File: src/rtl/tft_bus_decoder_pkg.sv
// Shared TFT bus definitions: opcodes, ID bytes, decoder state, payload structs.
package tft_bus_decoder_pkg;

  localparam int unsigned BYTE_W   = 8;
  localparam int unsigned COORD_W  = 16;
  localparam int unsigned COLOR_W  = 16;
  localparam int unsigned RD_IDX_W = 3;

  localparam logic [BYTE_W-1:0] CMD_CASET = 8'h2A;
  localparam logic [BYTE_W-1:0] CMD_PASET = 8'h2B;
  localparam logic [BYTE_W-1:0] CMD_RAMWR = 8'h2C;
  localparam logic [BYTE_W-1:0] CMD_RDID  = 8'hD3;

  localparam logic [BYTE_W-1:0] ID_BYTE2 = 8'h93;
  localparam logic [BYTE_W-1:0] ID_BYTE3 = 8'h41;
  localparam logic [RD_IDX_W-1:0] RD_IDX_DONE = 3'd4;

  typedef enum logic [2:0] {
    ST_IDLE,
    ST_CASET,
    ST_PASET,
    ST_RAMWR_HI,
    ST_RAMWR_LO
  } dec_state_e;

  // Raw host bus sample; field order matches the synchronizer input concatenation
  typedef struct packed {
    logic              cs;
    logic              rs;
    logic              wr;
    logic              rd;
    logic              rst;
    logic [BYTE_W-1:0] data;
  } bus_sample_t;

  localparam bus_sample_t BUS_IDLE = '{cs: 1'b1, rs: 1'b0, wr: 1'b1, rd: 1'b1,
                                       rst: 1'b1, data: 8'h00};

  typedef struct packed {
    dec_state_e          state;
    logic [1:0]          pcnt;
    logic [COORD_W-1:0]  pstart;
    logic [BYTE_W-1:0]   pend_hi;
    logic [BYTE_W-1:0]   color_hi;
    logic [COORD_W-1:0]  xs;
    logic [COORD_W-1:0]  xe;
    logic [COORD_W-1:0]  ys;
    logic [COORD_W-1:0]  ye;
    logic [COORD_W-1:0]  cx;
    logic [COORD_W-1:0]  cy;
    logic [RD_IDX_W-1:0] rd_idx;
  } dec_ctx_t;

  typedef struct packed {
    logic [BYTE_W-1:0]  rd_data;
    logic               cmd_valid;
    logic [BYTE_W-1:0]  cmd_byte;
    logic               pix_valid;
    logic [BYTE_W-1:0]  pix_x;
    logic [BYTE_W-1:0]  pix_y;
    logic [COLOR_W-1:0] pix_color;
  } dec_out_t;

  // Panel ID read-back sequence
  function automatic logic [BYTE_W-1:0] id_byte(input logic [RD_IDX_W-1:0] idx);
    case (idx)
      3'd2:    return ID_BYTE2;
      3'd3:    return ID_BYTE3;
      default: return 8'h00;
    endcase
  endfunction

endpackage

File: src/rtl/tft_bus_sync.sv
// Bus synchronizer with write/read strobe rising-edge detection.
module tft_bus_sync
  import tft_bus_decoder_pkg::*;
#(
  parameter int unsigned SYNC_STAGES = 2
) (
  input  logic              clk,
  input  logic              reset_n,
  input  bus_sample_t       bus,
  output logic              rst_sync,
  output logic              byte_evt,
  output logic              evt_rs,
  output logic [BYTE_W-1:0] evt_data,
  output logic              rd_rise,
  output logic              rd_oe
);

  bus_sample_t stage [SYNC_STAGES];
  bus_sample_t sync;
  logic        wr_prev;
  logic        rd_prev;

  always_ff @(posedge clk or negedge reset_n) begin
    if (!reset_n) begin
      for (int unsigned i = 0; i < SYNC_STAGES; i++) stage[i] <= BUS_IDLE;
    end else begin
      stage[0] <= bus;
      for (int unsigned i = 1; i < SYNC_STAGES; i++) stage[i] <= stage[i-1];
    end
  end

  assign sync     = stage[SYNC_STAGES-1];
  assign rst_sync = sync.rst;

  // Previous-strobe flops reset high so reset release never looks like an edge
  always_ff @(posedge clk or negedge reset_n) begin
    if (!reset_n) begin
      wr_prev  <= 1'b1;
      rd_prev  <= 1'b1;
      byte_evt <= 1'b0;
      evt_rs   <= 1'b0;
      evt_data <= '0;
      rd_rise  <= 1'b0;
      rd_oe    <= 1'b0;
    end else begin
      wr_prev  <= sync.wr;
      rd_prev  <= sync.rd;
      byte_evt <= !wr_prev && sync.wr && !sync.cs;
      evt_rs   <= sync.rs;
      evt_data <= sync.data;
      rd_rise  <= !rd_prev && sync.rd && !sync.cs;
      rd_oe    <= !stage[SYNC_STAGES-2].cs && !stage[SYNC_STAGES-2].rd;
    end
  end

endmodule

File: src/rtl/tft_bus_decoder.sv
// 8080-style TFT host bus decoder: window/cursor tracking and RGB565 pixel output.
module tft_bus_decoder
  import tft_bus_decoder_pkg::*;
#(
  parameter int unsigned WIDTH       = 160,
  parameter int unsigned HEIGHT      = 144,
  parameter int unsigned SYNC_STAGES = 2
) (
  input  logic        clk,
  input  logic        reset_n,
  input  logic        tft_rst,
  input  logic        tft_cs,
  input  logic        tft_rs,
  input  logic        tft_wr,
  input  logic        tft_rd,
  input  logic [7:0]  tft_data,
  output logic [7:0]  rd_data,
  output logic        rd_oe,
  output logic        cmd_valid,
  output logic [7:0]  cmd_byte,
  output logic        pix_valid,
  output logic [7:0]  pix_x,
  output logic [7:0]  pix_y,
  output logic [15:0] pix_color
);

  localparam logic [COORD_W-1:0] WIDTH_C  = COORD_W'(WIDTH);
  localparam logic [COORD_W-1:0] HEIGHT_C = COORD_W'(HEIGHT);
  localparam dec_ctx_t CTX_RST = '{state: ST_IDLE, pcnt: 2'd0, pstart: '0, pend_hi: '0,
                                   color_hi: '0, xs: '0, xe: COORD_W'(WIDTH - 1),
                                   ys: '0, ye: COORD_W'(HEIGHT - 1), cx: '0, cy: '0,
                                   rd_idx: RD_IDX_DONE};

  bus_sample_t        bus_in;
  logic               rst_sync;
  logic               byte_evt;
  logic               evt_rs;
  logic [BYTE_W-1:0]  evt_data;
  logic               rd_rise;
  dec_ctx_t           ctx_q, ctx_d;
  dec_out_t           out_q, out_d;
  logic [COORD_W-1:0] win_end;
  logic [COORD_W-1:0] win_end_clamped;

  assign bus_in = {tft_cs, tft_rs, tft_wr, tft_rd, tft_rst, tft_data};

  tft_bus_sync #(.SYNC_STAGES(SYNC_STAGES)) u_sync (
    .clk      (clk),
    .reset_n  (reset_n),
    .bus      (bus_in),
    .rst_sync (rst_sync),
    .byte_evt (byte_evt),
    .evt_rs   (evt_rs),
    .evt_data (evt_data),
    .rd_rise  (rd_rise),
    .rd_oe    (rd_oe)
  );

  // Panel reset from the host bus behaves like reset_n, but synchronously
  always_ff @(posedge clk or negedge reset_n) begin
    if (!reset_n) begin
      ctx_q <= CTX_RST;
      out_q <= '0;
    end else if (!rst_sync) begin
      ctx_q <= CTX_RST;
      out_q <= '0;
    end else begin
      ctx_q <= ctx_d;
      out_q <= out_d;
    end
  end

  always_comb begin
    ctx_d           = ctx_q;
    out_d           = out_q;
    out_d.cmd_valid = 1'b0;
    out_d.pix_valid = 1'b0;
    win_end         = {ctx_q.pend_hi, evt_data};
    win_end_clamped = (win_end < ctx_q.pstart) ? ctx_q.pstart : win_end;

    if (rd_rise && ctx_q.rd_idx < RD_IDX_DONE) ctx_d.rd_idx = ctx_q.rd_idx + 3'd1;

    if (byte_evt && !evt_rs) begin
      // Any command aborts the current sequence and its partial state
      ctx_d.pcnt = 2'd0;
      case (evt_data)
        CMD_CASET: ctx_d.state = ST_CASET;
        CMD_PASET: ctx_d.state = ST_PASET;
        CMD_RAMWR: begin
          ctx_d.state = ST_RAMWR_HI;
          ctx_d.cx    = ctx_q.xs;
          ctx_d.cy    = ctx_q.ys;
        end
        CMD_RDID: begin
          ctx_d.state  = ST_IDLE;
          ctx_d.rd_idx = '0;
        end
        default: begin
          ctx_d.state     = ST_IDLE;
          out_d.cmd_valid = 1'b1;
          out_d.cmd_byte  = evt_data;
        end
      endcase
    end else if (byte_evt) begin
      case (ctx_q.state)
        ST_CASET, ST_PASET: begin
          ctx_d.pcnt = ctx_q.pcnt + 2'd1;
          case (ctx_q.pcnt)
            2'd0: ctx_d.pstart[15:8] = evt_data;
            2'd1: ctx_d.pstart[7:0]  = evt_data;
            2'd2: ctx_d.pend_hi      = evt_data;
            default: begin
              if (ctx_q.state == ST_CASET) begin
                ctx_d.xs = ctx_q.pstart;
                ctx_d.xe = win_end_clamped;
              end else begin
                ctx_d.ys = ctx_q.pstart;
                ctx_d.ye = win_end_clamped;
              end
              ctx_d.state = ST_IDLE;
            end
          endcase
        end
        ST_RAMWR_HI: begin
          ctx_d.color_hi = evt_data;
          ctx_d.state    = ST_RAMWR_LO;
        end
        ST_RAMWR_LO: begin
          ctx_d.state     = ST_RAMWR_HI;
          out_d.pix_valid = (ctx_q.cx < WIDTH_C) && (ctx_q.cy < HEIGHT_C);
          out_d.pix_x     = ctx_q.cx[7:0];
          out_d.pix_y     = ctx_q.cy[7:0];
          out_d.pix_color = {ctx_q.color_hi, evt_data};
          if (ctx_q.cx < ctx_q.xe) begin
            ctx_d.cx = ctx_q.cx + 16'd1;
          end else begin
            ctx_d.cx = ctx_q.xs;
            ctx_d.cy = (ctx_q.cy < ctx_q.ye) ? ctx_q.cy + 16'd1 : ctx_q.ys;
          end
        end
        default: ;
      endcase
    end

    out_d.rd_data = id_byte(ctx_d.rd_idx);
  end

  assign rd_data   = out_q.rd_data;
  assign cmd_valid = out_q.cmd_valid;
  assign cmd_byte  = out_q.cmd_byte;
  assign pix_valid = out_q.pix_valid;
  assign pix_x     = out_q.pix_x;
  assign pix_y     = out_q.pix_y;
  assign pix_color = out_q.pix_color;

endmodule

File: config.mk
export PLATFORM = sky130hd
export DESIGN_NAME = tft_bus_decoder
export DESIGN_NICKNAME = d
export VERILOG_FILES = /design/src/rtl/tft_bus_decoder_pkg.sv /design/src/rtl/tft_bus_sync.sv /design/src/rtl/tft_bus_decoder.sv
export SDC_FILE = /design/constraint.sdc
export NUM_CORES = 1
export LEC_CHECK = 0
export CELL_PAD_IN_SITES_DETAIL_PLACEMENT = 1
export CELL_PAD_IN_SITES_GLOBAL_PLACEMENT = 1
export CORE_MARGIN = 3
export CORE_UTILIZATION = 51
export DETAILED_ROUTE_END_ITERATION = 10
export GPL_TIMING_DRIVEN = 0
export PLACE_DENSITY = 0.9
export SYNTH_ARGS = -nofsm -noshare
export SYNTH_HDL_FRONTEND = slang
export SYNTH_HIERARCHICAL = 1
export SYNTH_SLANG_ARGS = --single-unit
File: constraint.sdc
create_clock -name clk -period 8.39 [get_ports clk]
set_clock_uncertainty 0.15 [all_clocks]
set_input_delay 1.678 -clock clk [delete_from_list [all_inputs] [get_ports clk]]
set_output_delay 1.678 -clock clk [all_outputs]
set_load 0.005 [all_outputs]
-- After elaboration in Yosys (flattened, before gate mapping)
Cells that the tools add are included.
- register bits: 226
- latch bits: 0
- RAM bits: 0
- memory bits (read-only): 0
- bits of input ports: 15
- output and inout bits: 51
- word-level logic and storage cells: 144
- memories: 0
- add/subtract/negate cells: 4
- multiply operators: 0
- div/mod/pow operators: 0
- $lt $le $gt $ge: 6
- eq/ne operators: 32
- shifts and indexed selects: 0
- muxes and demuxes: 33
- bitwise gates (word level): 0
- reduce and logical (&&, ||, !) cells: 30
- operators with widths (kind ; count):
    $mux W32 ; 5
    $mux W136 ; 1
    $mux W133 ; 1
    $mux W64 ; 2
    $mux W33 ; 3
    $mux W96 ; 1
    $mux W16 ; 4
    $mux W50 ; 1
    $lt A16 B16 Y1 ; 3
    $add A16 B1 Y16 const B ; 2
    $lt A16 B8 Y1 const B ; 2
    $mux W8 ; 4
    $mux W26 ; 1
    $eq A8 B6 Y1 const B ; 3
    $ne A2 B2 Y1 const B ; 12
    $mux W9 ; 2
    $pmux W8 S2 ; 1
    $reduce_and A4 Y1 ; 4
    $eq A3 B2 Y1 const B ; 4
    $mux W3 ; 4
    $ne A3 B3 Y1 const B ; 4
    $reduce_and A3 Y1 ; 4
    $reduce_and A5 Y1 ; 2
    $pmux W3 S3 ; 1
    other kinds (21) ; 34

-- Logic depth before layout (Yosys ltp)
Gate-level depths: netlist (run 1).
- word-level depth: 8
- mapped depth: 11
- depth with buffers taken out: 8

-- Modules after synthesis
The synthesis (run 1) kept the hierarchy.
- modules (own cells, without submodules) (module ; instances ; cells each ; area an instance (µm²) ; sequential area each (µm²)):
    tft_bus_decoder ; 1 ; 1103 ; 9975.8 ; 4544.4
    tft_bus_sync ; 1 ; 43 ; 1042.2 ; 1013.5

-- Worst setup path after synthesis (run 1)
No wires, ideal clock.
- kind: register -> register
- start point: register ctx_q[32] (netlist name)
- end point: register ctx_q[27] (netlist name)
- setup time: 0.133 ns
- arrival: 2.509 ns
- data required time: 8.107 ns
- slack: 5.598 ns
- stages on the path, launching flop included: 11
- path buffers: 3
- period minus slack after synthesis: 2.792 ns
- cells stage by stage: dfrtp_1 -> ha_1 -> nand4_1 -> or3_1 -> nor4_2 -> buf_4 -> nor3_1 -> buf_4 -> buf_6 -> a31oi_1 -> o22ai_1
- cells in the longest elaborated chain, start to end: 6
- RTL lines (what ; RTL line ; RTL):
    from (decl) ; tft_bus_decoder.sv:40 ; dec_ctx_t ctx_q, ctx_d;
    from (signal assigned) ; tft_bus_decoder.sv:68 ; ctx_q <= ctx_d;
    $lt A16 B16 Y1 ; tft_bus_decoder.sv:134 ; if (ctx_q.cx < ctx_q.xe) begin
    $mux W16 ; tft_bus_decoder.sv:134 ;
    $mux W32 ; tft_bus_decoder.sv:105 ; case (ctx_q.state)
    $mux W133 ; tft_bus_decoder.sv:104 ; end else if (byte_evt) begin
    $mux W32 ; tft_bus_decoder.sv:83 ; if (byte_evt && !evt_rs) begin
    $mux W136 ; tft_bus_decoder.sv:64 ; end else if (!rst_sync) begin
No other way between the ends. The select of a mux whose other input is x is not followed.
A chain may end at the register's enable or synchronous reset.

-- Worst setup path after layout (run 1)
- start point: register ctx_q[112] (netlist name)
- end point: register ctx_q[44] (netlist name)
- cells in the longest elaborated chain, start to end: 8
- RTL lines (what ; RTL line ; RTL):
    $lt A16 B16 Y1 ; tft_bus_decoder.sv:79 ; win_end_clamped = (win_end < ctx_q.pstart) ? ctx_q.pstart : win_end;
    $mux W16 ; tft_bus_decoder.sv:79 ;
    $mux W32 ; tft_bus_decoder.sv:113 ; if (ctx_q.state == ST_CASET) begin
    $mux W64 ; tft_bus_decoder.sv:108 ; case (ctx_q.pcnt)
    $mux W64 ; tft_bus_decoder.sv:105 ;
    $mux W133 ; tft_bus_decoder.sv:104 ;
    $mux W96 ; tft_bus_decoder.sv:83 ;
    $mux W136 ; tft_bus_decoder.sv:64 ;
No other way between the ends. The select of a mux whose other input is x is not followed.

==> flow_metrics.py, run 1 <==
metrics = {
    "grt": {
        "grt_max_degree": 87,
        "grt_pass1_wl_mm": 59.8,
        "overflow": 0,
        "grt_use_total": 0.321,
        "grt_pass1_vias": 10600,
        "antenna_found_initial": 1,
    },
    "critical_path": {
        "r2r_setup_slack_ps": 4870,
        "crit-reg2reg-launch": "ctx_q[112]",
        "critical-path-max-stage-delay_ps": 620,
        "regToRegEndpoint": "ctx_q[44]",
        "end_kind": "register",
        "cp_max_fo": 10,
        "path_cells": "ha_1, nand4_1, nor3_1, nand4_1, o211ai_1, clkbuf_1, clkbuf_1, o2111ai_1, nand3_1",
        "worstPathRequired_ps": 8700,
        "cp_num_buf_inv": 2,
        "crit_type": "reg -> reg",
        "worstSetupStartpointType": "register",
        "crit_family": "compound AO/OA/AOI/OAI gates",
        "r2r_cells": 9,
        "arrival_ps": 3820,
        "slowest_stage": "o211ai_1",
    },
    "routing": {
        "wl_met1_mm": 14.5,
        "vias_per_cell": 6.35,
        "met2WireLength_mm": 18.7,
        "top_layer_used": "met4",
        "firstDrtPassIters": 5,
        "wl_mm": 38.2,
        "initialDrtViolationCount": 896,
        "wl_per_cell_um": 24.9,
        "met3_length_mm": 2.56,
        "drc_errors": 0,
        "route.antenna.remaining_nets": 0,
        "via_count": 9731,
    },
    "outcome": {
        "outcome": "finished clean",
    },
    "timing": {
        "holdWs_ps": 198,
        "setup-tns-final_ps": 0,
        "setup_viol": 0,
        "layout_setup_ws_ps": 4870,
        "final.period_utilization": 0.419,
        "hold_viol": 0,
        "rsz0062_at_grt": "no",
        "min_period_ps": 3520,
        "slew_headroom": 0.390,
        "tightest_slew_ps": 892,
        "max_freq_mhz": 284,
        "drv_slew": 0,
    },
    "cts": {
        "cts_setup_buffers": 0,
        "cts-hold-fix-buffers": 0,
        "cts_root_buf": "clkbuf_16",
        "post_cts_resized": 0,
        "clk_latency_ps": 540,
        "cts_tree": "done",
        "cts_buffers": 25,
        "cts.sinks": 221,
        "cts_buffer_depth": 3,
        "h-tree-depth": 1,
        "clk_pin_slew_ps": 60,
    },
    "worst_hold_path": {
        "holdPathStages": 0,
        "min_to": "u_sync/evt_data[6]",
        "hold_start": "u_sync/stage[6]",
        "hp-class": "reg -> reg",
    },
    "floorplanning": {
        "start_util": 0.521,
        "die-width_um": 153,
        "die-area_um2": 23400,
        "core-area_um2": 21200,
        "ios": 66,
        "row_count": 53,
        "die_y_um": 153,
    },
    "logic_synthesis": {
        "yosysSeqAreaShare": 0.504,
        "synthDistinctLibCells": 71,
        "synthCells": 1146,
        "synthFlopType": "dfrtp_1",
        "ys_ff_latch": 221,
        "avgSynthCellArea_um2": 9.61,
        "netlist_area_um2": 11000,
        "synth_edf_count": 0,
        "yosys_warnings": 6,
        "async_flop_share": 1.00,
    },
    "final_layout": {
        "fillers": 2339,
        "regArea_um2": 5560,
        "multi_input_area_um2": 4910,
        "final_core_util": 0.609,
        "diodes": 0,
        "area_delta_synth_final_pct": 17.0,
        "layout-drive-gt1-share": 0.0994,
        "nNetsFinal": 1306,
        "stdcell_area_um2": 12900,
    },
    "flow_run": {
        "cap_violations": 0,
    },
    "placed_design": {
        "postPlaceCellArea_um2": 12100,
        "portBuffers": 62,
        "dp_hpwl_mm": 25.6,
        "gp_congestion": 0.885,
        "place_ws_ps": 5040,
    },
    "power_and_ir_drop": {
        "vdd_ir_drop_max_mv": 0.182,
        "leakage_nw": 5.73,
        "p_per_area_nw_per_um2": 201,
    },
}
## worst max path at each step
stage	startpoint	endpoint	cells past startpoint
after CTS	ctx_q[112]	ctx_q[44]	9
final	ctx_q[112]	ctx_q[44]	9
after global routing	ctx_q[130]	ctx_q[44]	10
after floorplan	ctx_q[32]	ctx_q[27]	10
after global placement	reset_n	u_sync/stage[13]	1
after detailed placement	ctx_q[112]	ctx_q[44]	9
## metrics by stage
step           power (mW)  std cells
6_report             2.58       1533
2_1_floorplan        1.33       1148
3_5_place_dp         1.45       1487
5_1_grt              2.66       1533
3_3_place_gp         1.43       1485
4_1_cts              2.59       1533
## cell type report
type	count	share of cell area
Inverter	59	0.0172
Multi-Input combinational cell	795	0.381
Clock buffer	36	0.0548
Timing Repair Buffer	64	0.0528
Sequential cell	221	0.431
Buffer	73	0.0261
Clock inverter	10	0.0100
Tap cell	275	0.0267
## power by group
group / switching [mW] / total, mW / internal (mW) / leakage, nW
logic: 0.189 / 0.277 / 0.0885 / 2.42
registers: 0.0416 / 1.17 / 1.13 / 2.89
clock network: 0.461 / 1.14 / 0.677 / 0.415
total: 0.691 / 2.58 / 1.89 / 5.73
## cell families after synthesis
logic type	count (synthesis)	synth area share
multiplexers	51	0.0493
XOR/XNOR	3	0.00239
buffers and inverters	132	0.0506
flip-flops	221	0.504
adder cells (fa/ha/maj)	52	0.0591
other	1	0.000340
AO/OA/AOI/OAI	244	0.144
AND/OR/NAND/NOR	442	0.190
## layer usage
layer	track usage	up-vias
li1	-	4192
met5	0	-
met4	0.176	0
met1	0.390	4890
met2	0.546	473
met3	0.0563	176
## registers in the layout, indices dropped and copies added (netlist names)
| register | cells |
|---|---|
| cmd_byte | 8 |
| cmd_valid | 1 |
| ctx_q | 136 |
| pix_color | 16 |
| pix_valid | 1 |
| pix_x | 8 |
| pix_y | 8 |
| rd_data | 3 |
| u_sync/byte_evt | 1 |
| u_sync/evt_data | 8 |
| u_sync/evt_rs | 1 |
| u_sync/rd_oe | 1 |
| u_sync/rd_prev | 1 |
| u_sync/rd_rise | 1 |
| u_sync/rst_sync | 1 |
| u_sync/stage | 25 |
| u_sync/wr_prev | 1 |
## cells in the mapped netlist, types with 5 or more instances
cell	instances	area (um^2)
mux2i_1	25	250
a221o_1	15	150
a211o_1	6	52.6
a211oi_1	7	52.6
nor4_1	6	37.5
dfrtp_1	199	4980
inv_1	58	218
nor3_1	18	90.1
a31oi_1	15	93.8
or4_1	16	120
a21oi_1	57	285
buf_2	5	25.0
nand4_1	16	100
nor2_1	65	244
a21o_1	6	45.0
ha_1	52	651
o21ai_0	82	410
dfstp_2	22	578
clkbuf_1	53	199
nand3_1	39	195
o2111ai_1	6	52.6
nor2b_1	6	37.5
mux2_2	26	293
nand2_1	222	833
o21a_1	5	37.5
o211ai_1	6	45.0
o41ai_1	7	61.3
or3_1	10	62.6
and2_1	8	50.1
buf_4	7	52.6
and3_1	5	31.3
nand2b_1	9	56.3
## layout by cell type (no fill, tap or decap), drive strengths merged, types with 25 or more instances in the layout
cell           Yosys  routed
nand2            223     223
dfrtp            199     199
clkbuf            53      89
o21ai             82      82
nor2              66      66
clkdlybuf4s50      0      61
inv               59      60
a21oi             57      57
ha                52      52
nand3             41      41
mux2              26      26
mux2i             25      25
No activity file was read; power rests on OpenSTA's default activity.
==> run 2: changes to the inputs <==
- CORE_UTILIZATION: 51 -> 47
- PLACE_DENSITY: 0.9 -> 0.84
- clock period: 8.39 -> 3.5 ns (I/O delays scaled with it)
==> flow_metrics.py, run 2 (synthesis results as in run 1) <==
metrics = {
    "grt": {
        "antenna_found_initial": 0,
        "grt_pass1_wl_mm": 56.3,
        "grt_pass1_vias": 10300,
        "grt_use_total": 0.278,
        "overflow": 0,
        "grt_max_degree": 85,
    },
    "final_layout": {
        "fin_cells": 1574,
        "area_delta_synth_final_pct": 18.4,
        "final_common_cell": "nand2_1",
        "final_core_util": 0.571,
        "largest_register_ffs": 136,
        "layout-drive-gt1-share": 0.104,
        "final_cell_mix": "222 x nand2_1, 199 x dfrtp_1, 82 x o21ai_0",
        "regMostFlops": "ctx_q",
        "stdcell_area_um2": 13000,
        "nNetsFinal": 1308,
    },
    "outcome": {
        "outcome": "finished clean",
    },
    "timing": {
        "final.period_utilization": 0.944,
        "rsz0062_at_grt": "no",
        "min_period_ps": 3300,
        "layout_setup_ws_ps": 196,
        "holdWs_ps": 198,
        "hold_viol": 0,
        "max_freq_mhz": 303,
        "setup-tns-final_ps": 0,
        "slew_headroom": 0.117,
        "drv_slew": 0,
        "tightest_slew_ps": 1310,
        "setup_viol": 0,
    },
    "flow_run": {
        "cap_violations": 0,
    },
    "placed_design": {
        "place_ws_ps": 158,
        "postPlaceCellArea_um2": 12100,
        "placed_cells": 1525,
        "dp_hpwl_mm": 24.7,
        "portBuffers": 62,
        "gp_congestion": 0.892,
    },
    "floorplanning": {
        "die_y_um": 159,
        "ios": 66,
        "row_count": 55,
        "die-area_um2": 25300,
        "core-area_um2": 22800,
        "start_util": 0.482,
        "die-width_um": 159,
    },
    "power_and_ir_drop": {
        "p_comb_frac": 0.103,
        "p_clk_frac": 0.459,
        "vdd_ir_drop_max_mv": 0.484,
        "total_power_mw": 6.38,
        "p_per_area_nw_per_um2": 489,
        "swShare": 0.263,
        "internal-power_mw": 4.70,
        "leakage_nw": 5.79,
        "p_sw_mw": 1.68,
        "power_frac_seq": 0.439,
    },
    "routing": {
        "wl_mm": 35.6,
        "vias_per_cell": 6.00,
        "via_count": 9448,
        "drc_errors": 0,
        "firstDrtPassIters": 5,
        "wl_per_cell_um": 22.6,
        "initialDrtViolationCount": 525,
        "route.antenna.remaining_nets": 0,
    },
    "critical_path": {
        "arrival_ps": 3630,
        "cp-startpoint": "ctx_q[33]",
        "cp_max_fo": 10,
        "r2r_cells": 9,
        "worstPathRequired_ps": 3820,
        "regToRegEndpoint": "ctx_q[5]",
        "worstSetupStartpointType": "register",
        "crit_type": "reg -> reg",
        "crit-reg2reg-launch": "ctx_q[33]",
        "end_kind": "register",
        "r2r_setup_slack_ps": 200,
    },
    "cts": {
        "clk_latency_ps": 550,
        "cts_tree": "done",
        "clk_pin_slew_ps": 70,
        "cts_buffers": 25,
        "h-tree-depth": 1,
        "cts_buffer_depth": 3,
        "cts.sinks": 221,
        "cts_root_buf": "clkbuf_16",
    },
    "worst_hold_path": {
        "holdPathStages": 0,
        "min_to": "u_sync/evt_data[5]",
        "hp-class": "reg -> reg",
        "hold_start": "u_sync/stage[5]",
    },
}
## run 2: worst max-delay path by stage
| stage | to | slack [ps] | depth (start not counted) |
|---|---|---|---|
| floorplan | ctx_q[27] | 710 | 10 |
| global placement | u_sync/stage[13] | -7860 | 1 |
| detailed placement | ctx_q[16] | 160 | 8 |
| CTS | ctx_q[5] | 100 | 9 |
| global route | ctx_q[34] | 20 | 10 |
| finish | ctx_q[5] | 200 | 9 |
## run 2: area by class of cell
| type | count | area, um^2 |
|---|---|---|
| Tap cell | 313 | 392 |
| Fill cell | 2592 | 9800 |
| Clock buffer | 31 | 688 |
| Inverter | 59 | 221 |
| Antenna cell | 1 | 2.50 |
| Multi-Input combinational cell | 795 | 4920 |
| Sequential cell | 221 | 5560 |
| Buffer | 73 | 338 |
| Clock inverter | 15 | 228 |
| Timing Repair Buffer | 66 | 698 |
## run 2: power by group through the flow
stage / clock [mW] / combinational (mW) / sequential [mW]
floorplan: 0 / 0.384 / 2.80
global placement: 0 / 0.591 / 2.83
detailed placement: 0 / 0.628 / 2.84
CTS: 2.95 / 0.645 / 2.80
global route: 3.07 / 0.721 / 2.81
finish: 2.92 / 0.654 / 2.80
## run 2: what timing repair did
item                                    CTS  global route
buffers inserted                          0             1
endpoints found under the setup margin    0            21
gates resized for setup                   0             3
hold buffers                              1             0
endpoints found under the hold margin    56             0
## run 2: routing by layer
layer  vias up  track usage  wire length, um  share of wire
li1       4211            -                -              -
met4         0        0.129             1690          0.048
met1      4822        0.343            14700           0.41
met5         -            0                0              0
met3       117       0.0445             1730          0.049
met2       298        0.481            17500           0.49
## run 2: worst max-delay path, stage by stage (launching register included)
cell,delay [ps]
dfrtp_1,470
ha_1,370
nand4_1,150
or3_1,480
a31oi_1,390
clkbuf_2,350
nor3_1,100
buf_4,220
nor2_4,320
a221o_1,220
==> run 3: changes to the inputs <==
- CORE_MARGIN: 3 -> 1.5
- CORE_UTILIZATION: 47 -> 42
- PLACE_DENSITY: 0.84 -> 0.8
- clock period: 3.5 -> 2.75 ns (I/O delays scaled with it)
==> flow_metrics.py, run 3 (synthesis results as in run 1) <==
metrics = {
    "outcome": {
        "outcome": "complete, but fails checks",
        "failed_checks": "negative setup slack",
    },
    "cts": {
        "clk_latency_ps": 530,
        "cts_buffer_depth": 3,
        "cts_tree": "done",
        "cts_root_buf": "clkbuf_16",
        "cts_buffers": 25,
        "clk_pin_slew_ps": 60,
        "h-tree-depth": 1,
        "cts.sinks": 221,
    },
    "final_layout": {
        "nNetsFinal": 1336,
        "final_cell_mix": "221 x nand2_1, 183 x dfrtp_1, 79 x o21ai_0",
        "largest_register_ffs": 136,
        "layout-drive-gt1-share": 0.174,
        "final_common_cell": "nand2_1",
        "fin_cells": 1623,
        "fillers": 2917,
        "final_core_util": 0.522,
        "diodes": 0,
        "regMostFlops": "ctx_q",
        "area_delta_synth_final_pct": 22.8,
    },
    "timing": {
        "slew_headroom": 0.399,
        "setup-tns-final_ps": -140,
        "holdWs_ps": 197,
        "tightest_slew_ps": 896,
        "rsz0062_at_grt": "yes",
        "setup_viol": 6,
        "min_period_ps": 2810,
        "hold_viol": 0,
        "layout_setup_ws_ps": -61.8,
        "final.period_utilization": 1.02,
        "drv_slew": 0,
        "max_freq_mhz": 356,
    },
    "floorplanning": {
        "die-width_um": 165,
        "die-area_um2": 27200,
        "die_y_um": 165,
        "start_util": 0.425,
        "ios": 66,
        "core-area_um2": 25900,
        "row_count": 59,
    },
    "routing": {
        "wl_per_cell_um": 21.9,
        "firstDrtPassIters": 5,
        "via_count": 9446,
        "route.antenna.remaining_nets": 0,
        "drc_errors": 0,
        "wl_mm": 35.6,
        "initialDrtViolationCount": 711,
        "vias_per_cell": 5.82,
    },
    "critical_path": {
        "arrival_ps": 3090,
        "critical-path-max-stage-delay_ps": 490,
        "slowest_stage": "dfrtp_2",
        "worstPathRequired_ps": 3030,
        "worstSetupStartpointType": "register",
        "crit-reg2reg-launch": "ctx_q[31]",
        "cp-startpoint": "ctx_q[31]",
        "end_kind": "register",
        "regToRegEndpoint": "ctx_q[14]",
        "cp_max_fo": 7,
        "r2r_cells": 9,
        "path_cells": "ha_4, nand4_1, or3_4, nor4_4, buf_4, o311ai_4, buf_6, a2111o_1, o211ai_1",
        "r2r_setup_slack_ps": -60,
        "crit_type": "reg -> reg",
    },
    "placed_design": {
        "placed_cells": 1546,
        "dp_hpwl_mm": 24.6,
        "gp_congestion": 0.828,
        "portBuffers": 62,
    },
    "power_and_ir_drop": {
        "total_power_mw": 7.66,
        "p_per_area_nw_per_um2": 566,
        "leakage_nw": 5.96,
        "vdd_ir_drop_max_mv": 0.510,
    },
    "worst_hold_path": {
        "min_to": "u_sync/stage[2]",
        "holdPathStages": 0,
        "hp-class": "reg -> reg",
        "hold_start": "u_sync/stage[15]",
    },
    "flow_run": {
        "cap_violations": 0,
    },
    "grt": {
        "overflow": 0,
        "antenna_found_initial": 0,
        "grt_pass1_vias": 9725,
        "grt_pass1_wl_mm": 53.9,
        "grt_max_degree": 124,
        "grt_use_total": 0.259,
    },
}
==> run 3: changes by cell type in the layout (fill, tap and decap cells not counted), sizes merged <==
cell	change
clkinv	-2
bufinv	-5
diode	-1
buf	+37
clkbuf	-2
==> run 3: layer usage <==
layer	vias to the layer above	track usage	wire length, um
met5	-	0	0
met4	0	0.0962	1170
met3	79	0.0359	1680
met2	288	0.438	17500
met1	4826	0.338	15200
li1	4253	-	-
==> run 3: critical path, delay by kind of cell (launching register included) <==
kind	cells	cell delay (ps)
adders and majority gates	1	280
AOI/OAI and AO/OA	3	590
DFF	1	490
buffers and inverters	2	370
and+or+nand+nor	3	830
==> run 3: how the worst max path moves through the flow <==
stage          cells past startpoint  slack (ps)                to
4_1_cts                            8         -40          ctx_q[7]
3_3_place_gp                       1       -8520  u_sync/stage[19]
3_5_place_dp                       9        -640         ctx_q[48]
6_report                           9         -60         ctx_q[14]
5_1_grt                            9        -130         ctx_q[14]
2_1_floorplan                     10          10         ctx_q[27]
==> run 3: final cells by class <==
cell class	count	area, um^2	share of cell area
sequential	221	5580	0.412
multi-input combinational	795	5180	0.383
timing repair buffer	99	957	0.0708
clock buffer	38	714	0.0528
tap	335	419	0.0310
buffer	68	400	0.0296
inverter	59	221	0.0164
clock inverter	8	52.6	0.00389
==> run 3: power breakdown <==
group          switching [mW]  leakage (nW)  internal [mW]
combinational           0.587          2.71          0.322
clock                    1.38         0.378           1.80
sequential              0.126          2.87           3.44
==> run 3: timing repair <==
| action | CTS | global route |
|---|---|---|
| pin swaps | 8 | 16 |
| endpoints found under the setup margin | 104 | 92 |
| hold endpoints to repair | 90 | 0 |
| resized for setup | 58 | 48 |
| setup buffers | 10 | 23 |
| hold buffers | 1 | 0 |
| cloned | 0 | 2 |
==> run 3: per-stage QoR <==
| step | setup WS (ps) | cell area (um^2) |
|---|---|---|
| after global routing | -126 | 13500 |
| after floorplan | 14.0 | 11000 |
| final | -61.8 | 13500 |
| after detailed placement | -636 | 12100 |
| after global placement | -8520 | 12100 |
| after CTS | -43.3 | 13100 |
==> variant 1: new RTL, config.mk and constraints of run 2 <==
`SYNC_STAGES` is set to 2 in 2 places; all go to 4.
--- a/src/rtl/tft_bus_sync.sv
+++ b/src/rtl/tft_bus_sync.sv
@@ -2,7 +2,7 @@
 module tft_bus_sync
   import tft_bus_decoder_pkg::*;
 #(
-  parameter int unsigned SYNC_STAGES = 2
+  parameter int unsigned SYNC_STAGES = 4
 ) (
   input  logic              clk,
   input  logic              reset_n,
--- a/src/rtl/tft_bus_decoder.sv
+++ b/src/rtl/tft_bus_decoder.sv
@@ -4,7 +4,7 @@
 #(
   parameter int unsigned WIDTH       = 160,
   parameter int unsigned HEIGHT      = 144,
-  parameter int unsigned SYNC_STAGES = 2
+  parameter int unsigned SYNC_STAGES = 4
 ) (
   input  logic        clk,
   input  logic        reset_n,
Formal check against the unedited RTL: not equivalent (a bounded check fails within 4 cycles, from zero or initial values and one cycle with reset_n low).
==> variant 1 against run 2 <==
Worst setup slack got worse by 0.034 ns; non-clock buffer count rose by 1; sequential cell count grew 26; routed wire length increased by 4.4%; hold slack worse by 0.0026 ns; cell count grew 2.7%; design area grew 5.6%; sequential share of layout area rose by 2.5 points; fmax fell by 1.0%; combinational power up 2%; global-route usage is essentially flat; area after synthesis up 6.0%; power is 7.8% higher; largest cell class unchanged.
==> variant 1: results <==
set metrics [dict create \
    worst_hold_slack_ns 0.195 \
    wire_per_inst_microns 23.0 \
    routed_wl_microns 37200 \
    final-nonclk-buf-share_pct 7.58 \
    min-delay-start "u_sync/stage[7]" \
    clkbuf_count 39 \
    synth_top_cell_area_share_pct 46.5 \
    nFillCells 2738 \
    grt_usage_pct 27.8 \
    max_stage_delay_ns 0.49 \
    grt_pass1_wl_microns 58200 \
    vias_per_cell 6.00 \
    dp_slack_ns 0.0940 \
    holdPathStages 0 \
    dpl.cell_count 1562 \
    wl_met3_microns 2200 \
    r2r-end "ctx_q[19]" \
    first_iter_violations 838 \
    crit_path_top_delay_cell "clkbuf_1" \
    m1WireLength_microns 14800 \
    peakVddDrop_v 0.000419 \
    grt_pass1_vias 10400 \
    p_sw_share_pct 25.9 \
    avgSynthCellArea_sq_um 9.96 \
    cp.arrival_ns 3.62 \
    yosysSeqAreaShare_pct 53.2 \
    seq_area_share_pct 45.2 \
    clock_area_share_pct 6.94 \
    multi_input_area_sq_mm 0.00492 \
    place_congestion 0.891 \
    synth_area_leaders "dfrtp_1 46%, nand2_1 7.1%, dfstp_2 6.7%" \
    areaGrowthSynthToFinish_pct 17.9 \
    drive_gt1_share_pct 10.9 \
    dr.pass1.iters 7 \
    worst_pin_slew_ns 1.39 \
    synth_seq_cells 247 \
    wl_met2_microns 18500 \
    status "completed" \
    cellLeakagePower_nw 6.10 \
    grt_max_degree 92 \
    nNonClkInverters 59 \
    place_area_sq_mm 0.0128 \
    rows 57 \
    finalNetCount 1337 \
    n_all_buffers 140 \
]
variant 1: cell types whose count changed after synthesis:
cell	change
dfstp_2	+8
dfrtp_1	+18
variant 1: logic make-up after synthesis:
| kind of cell | synth area share [%] |
|---|---|
| XOR/XNOR | 0.225 |
| AND/OR/NAND/NOR | 17.9 |
| other | 0.0321 |
| AO/OA/AOI/OAI | 13.6 |
| buffers and inverters | 4.78 |
| multiplexers | 4.65 |
| adder cells (fa/ha/maj) | 5.57 |
| flip-flops | 53.2 |
variant 1: how the worst max path moves through the flow:
stage	slack [ns]	end	from	cells past startpoint
after global placement	-8.80	u_sync/stage[39]	reset_n	1
after global routing	0.008	ctx_q[14]	ctx_q[14]	9
after CTS	0.05	ctx_q[16]	ctx_q[33]	8
after floorplan	0.71	ctx_q[27]	ctx_q[32]	10
final	0.16	ctx_q[19]	ctx_q[33]	9
after detailed placement	0.09	ctx_q[16]	ctx_q[33]	8
variant 1: power by group through the flow:
stage          sequential [mW]  combinational [mW]  clock (mW)
3_3_place_gp              3.16               0.598           0
2_1_floorplan             3.13               0.384           0
6_report                  3.12               0.670        3.08
3_5_place_dp              3.17               0.641           0
4_1_cts                   3.12               0.653        3.11
5_1_grt                   3.14               0.739        3.25
variant 1: worst reg2reg max path, stage by stage, from the launching register on:
cell and delay (ns):
dfrtp_1 0.45, ha_1 0.34, nand4_1 0.19, or3_1 0.44, nand3_1 0.17, clkbuf_1 0.49, or3_1 0.19, clkbuf_1 0.33
nand2_1 0.13, a311oi_1 0.34
variant 1: metal layers:
metal | track usage, % | vias up
li1 | - | 4295
met1 | 35.7 | 4915
met2 | 47.5 | 385
met3 | 3.63 | 109
met4 | 11.6 | 0
met5 | 0 | -
==> variant 2: new RTL, flow settings as in run 2 <==
Without the edit above. Register the inputs `tft_cs`, `tft_rs`, `tft_wr`, `tft_rd` and `tft_data` before use, without a reset. The logic sees them one clock later.
--- a/src/rtl/tft_bus_decoder.sv
+++ b/src/rtl/tft_bus_decoder.sv
@@ -31,6 +31,20 @@
                                    ys: '0, ye: COORD_W'(HEIGHT - 1), cx: '0, cy: '0,
                                    rd_idx: RD_IDX_DONE};
 
+  logic tft_cs_q;
+  logic tft_rs_q;
+  logic tft_wr_q;
+  logic tft_rd_q;
+  logic [7:0] tft_data_q;
+
+  always_ff @(posedge clk) begin
+    tft_cs_q   <= tft_cs;
+    tft_rs_q   <= tft_rs;
+    tft_wr_q   <= tft_wr;
+    tft_rd_q   <= tft_rd;
+    tft_data_q <= tft_data;
+  end
+
   bus_sample_t        bus_in;
   logic               rst_sync;
   logic               byte_evt;
@@ -42,7 +56,7 @@
   logic [COORD_W-1:0] win_end;
   logic [COORD_W-1:0] win_end_clamped;
 
-  assign bus_in = {tft_cs, tft_rs, tft_wr, tft_rd, tft_rst, tft_data};
+  assign bus_in = {tft_cs_q, tft_rs_q, tft_wr_q, tft_rd_q, tft_rst, tft_data_q};
 
   tft_bus_sync #(.SYNC_STAGES(SYNC_STAGES)) u_sync (
     .clk      (clk),
Formal check against the unedited RTL: not equivalent (a bounded check fails within 4 cycles, from zero or initial values and one cycle with reset_n low).
==> variant 2 against run 2 <==
Design area increased by 0.13%; power is 1.7% higher; cell count down 4.8%; largest power group is now sequential cells; worst setup slack gained 0.096 ns; area after synthesis grew 0.36%; sequential cell count up 12; first-iteration DRC count rose by 10%; count of clock-buffer cells in the layout increased by 4; non-clock buffer count is 11 lower; routed wire length fell by 5.0%; fmax increased by 3.0%.
==> variant 2: results <==
set metrics [dict create \
    status "completed" \
    grt_max_degree 97 \
    grtUsageMet1_pct 35.2 \
    cp_max_fo 10 \
    hold_end "u_sync/stage[25]" \
    drc 0 \
    worst_pin_slew_ns 1.28 \
    cts_buffers 27 \
    cts-root-buf "clkbuf_16" \
    cts_buffer_depth 3 \
    drive_gt1_share_pct 11.2 \
    r2r-start "u_sync/rst_sync" \
    holdCritPathClass "register to register" \
    grt_pass1_vias 9519 \
    cts_htree_levels 1 \
    synth_area_leaders "dfrtp_1 45%, ha_1 5.9%, dfstp_2 5.2%" \
    crit_path_top_delay_cell "buf_1" \
    max_stage_delay_ns 0.60 \
    cts_resized 0 \
    diodes 0 \
    cts.clk_slew.worst_paths_ns 0.06 \
    grt-busiest-layer "met2" \
    routed_wl_microns 33800 \
    clock_latency_ns 0.54 \
    peakVddDrop_v 0.000360 \
    place_congestion 0.885 \
    cellLeakagePower_nw 6.01 \
    crit_family "buffers and inverters" \
    fin_tns_setup_ns 0 \
    first_iter_violations 580 \
    dr.pass1.iters 5 \
    max_freq_mhz 312 \
    synth_common_cells "199 x dfrtp_1, 117 x nand2_1, 85 x inv_1" \
    vias 8895 \
    synth_cell_types 72 \
    largest_reg_flops 136 \
    dp_slack_ns 0.438 \
    met3_usage_pct 3.30 \
    place_hpwl_microns 24100 \
    yosysSeqAreaShare_pct 52.4 \
    grt_pass1_wl_microns 53700 \
    regMostFlops "ctx_q" \
    finalNetCount 1232 \
    rrSetupSlack_ns 0.29 \
    grt_usage_pct 26.5 \
    min-delay-start "tft_cs_q" \
    antenna_found_initial 3 \
    holdPathStages 0 \
    r2r-end "ctx_q[83]" \
    grt_remaining_overflow 0 \
    yosysWarnings 6 \
    grt_util_met2_pct 43.9 \
    port_buffers 62 \
    async_flop_share_pct 94.8 \
    rr_worst_depth 6 \
]
[variant 2: cells by family (layout without fill, tap and decap cells)]
logic type,after synthesis,count (layout),share of synthesized area (%)
compound gates,248,248,15.8
xor+xnor,2,2,0.158
fa+ha+maj,52,52,5.88
buf+inv,148,263,5.71
flops,233,233,52.4
mux,57,57,5.35
other cells,1,3,0.0339
simple gates,328,328,14.7
[variant 2: worst max-delay path by stage]
stage,depth (start not counted),to,startpoint
3_5_place_dp,6,pix_x[2],u_sync/rst_sync
2_1_floorplan,10,ctx_q[15],ctx_q[36]
4_1_cts,6,pix_x[7],u_sync/rst_sync
6_report,6,ctx_q[83],u_sync/rst_sync
5_1_grt,9,ctx_q[44],ctx_q[112]
3_3_place_gp,1,pix_color[5],reset_n
[variant 2: routing by layer]
| layer | vias up | routed length [microns] |
|---|---|---|
| met3 | 82 | 1710 |
| met4 | 0 | 1550 |
| li1 | 3999 | - |
| met5 | - | 0 |
| met1 | 4555 | 14400 |
| met2 | 259 | 16100 |
[variant 2: area by class of cell]
type                            count  area (sq um)
Buffer                             63           313
Clock buffer                       35           746
Clock inverter                     15           168
Fill cell                        2470          9790
Inverter                           85           319
Multi-Input combinational cell    690          4640
Sequential cell                   233          5800
Tap cell                          313           392
Timing Repair Buffer               65           691
[variant 2: repair_timing]
action	in CTS	in global routing
hold buffers	1	0
buffers inserted	0	0
endpoints found under the hold margin	43	0
[variant 2: power by group]
group / leakage, nW / internal [mW] / switching, mW
registers: 2.99 / 2.85 / 0.106
clock network: 0.442 / 1.73 / 1.16
logic: 2.58 / 0.213 / 0.429
[variant 2: metrics by stage]
| stage | instance area (sq um) | cells | hold slack, ns |
|---|---|---|---|
| after floorplan | 11100 | 1071 | 0.134 |
| after global placement | 12100 | 1446 | 0.136 |
| after detailed placement | 12100 | 1448 | 0.148 |
| after CTS | 13100 | 1499 | 0.159 |
| after global routing | 13100 | 1499 | 0.162 |
| final | 13100 | 1499 | 0.158 |
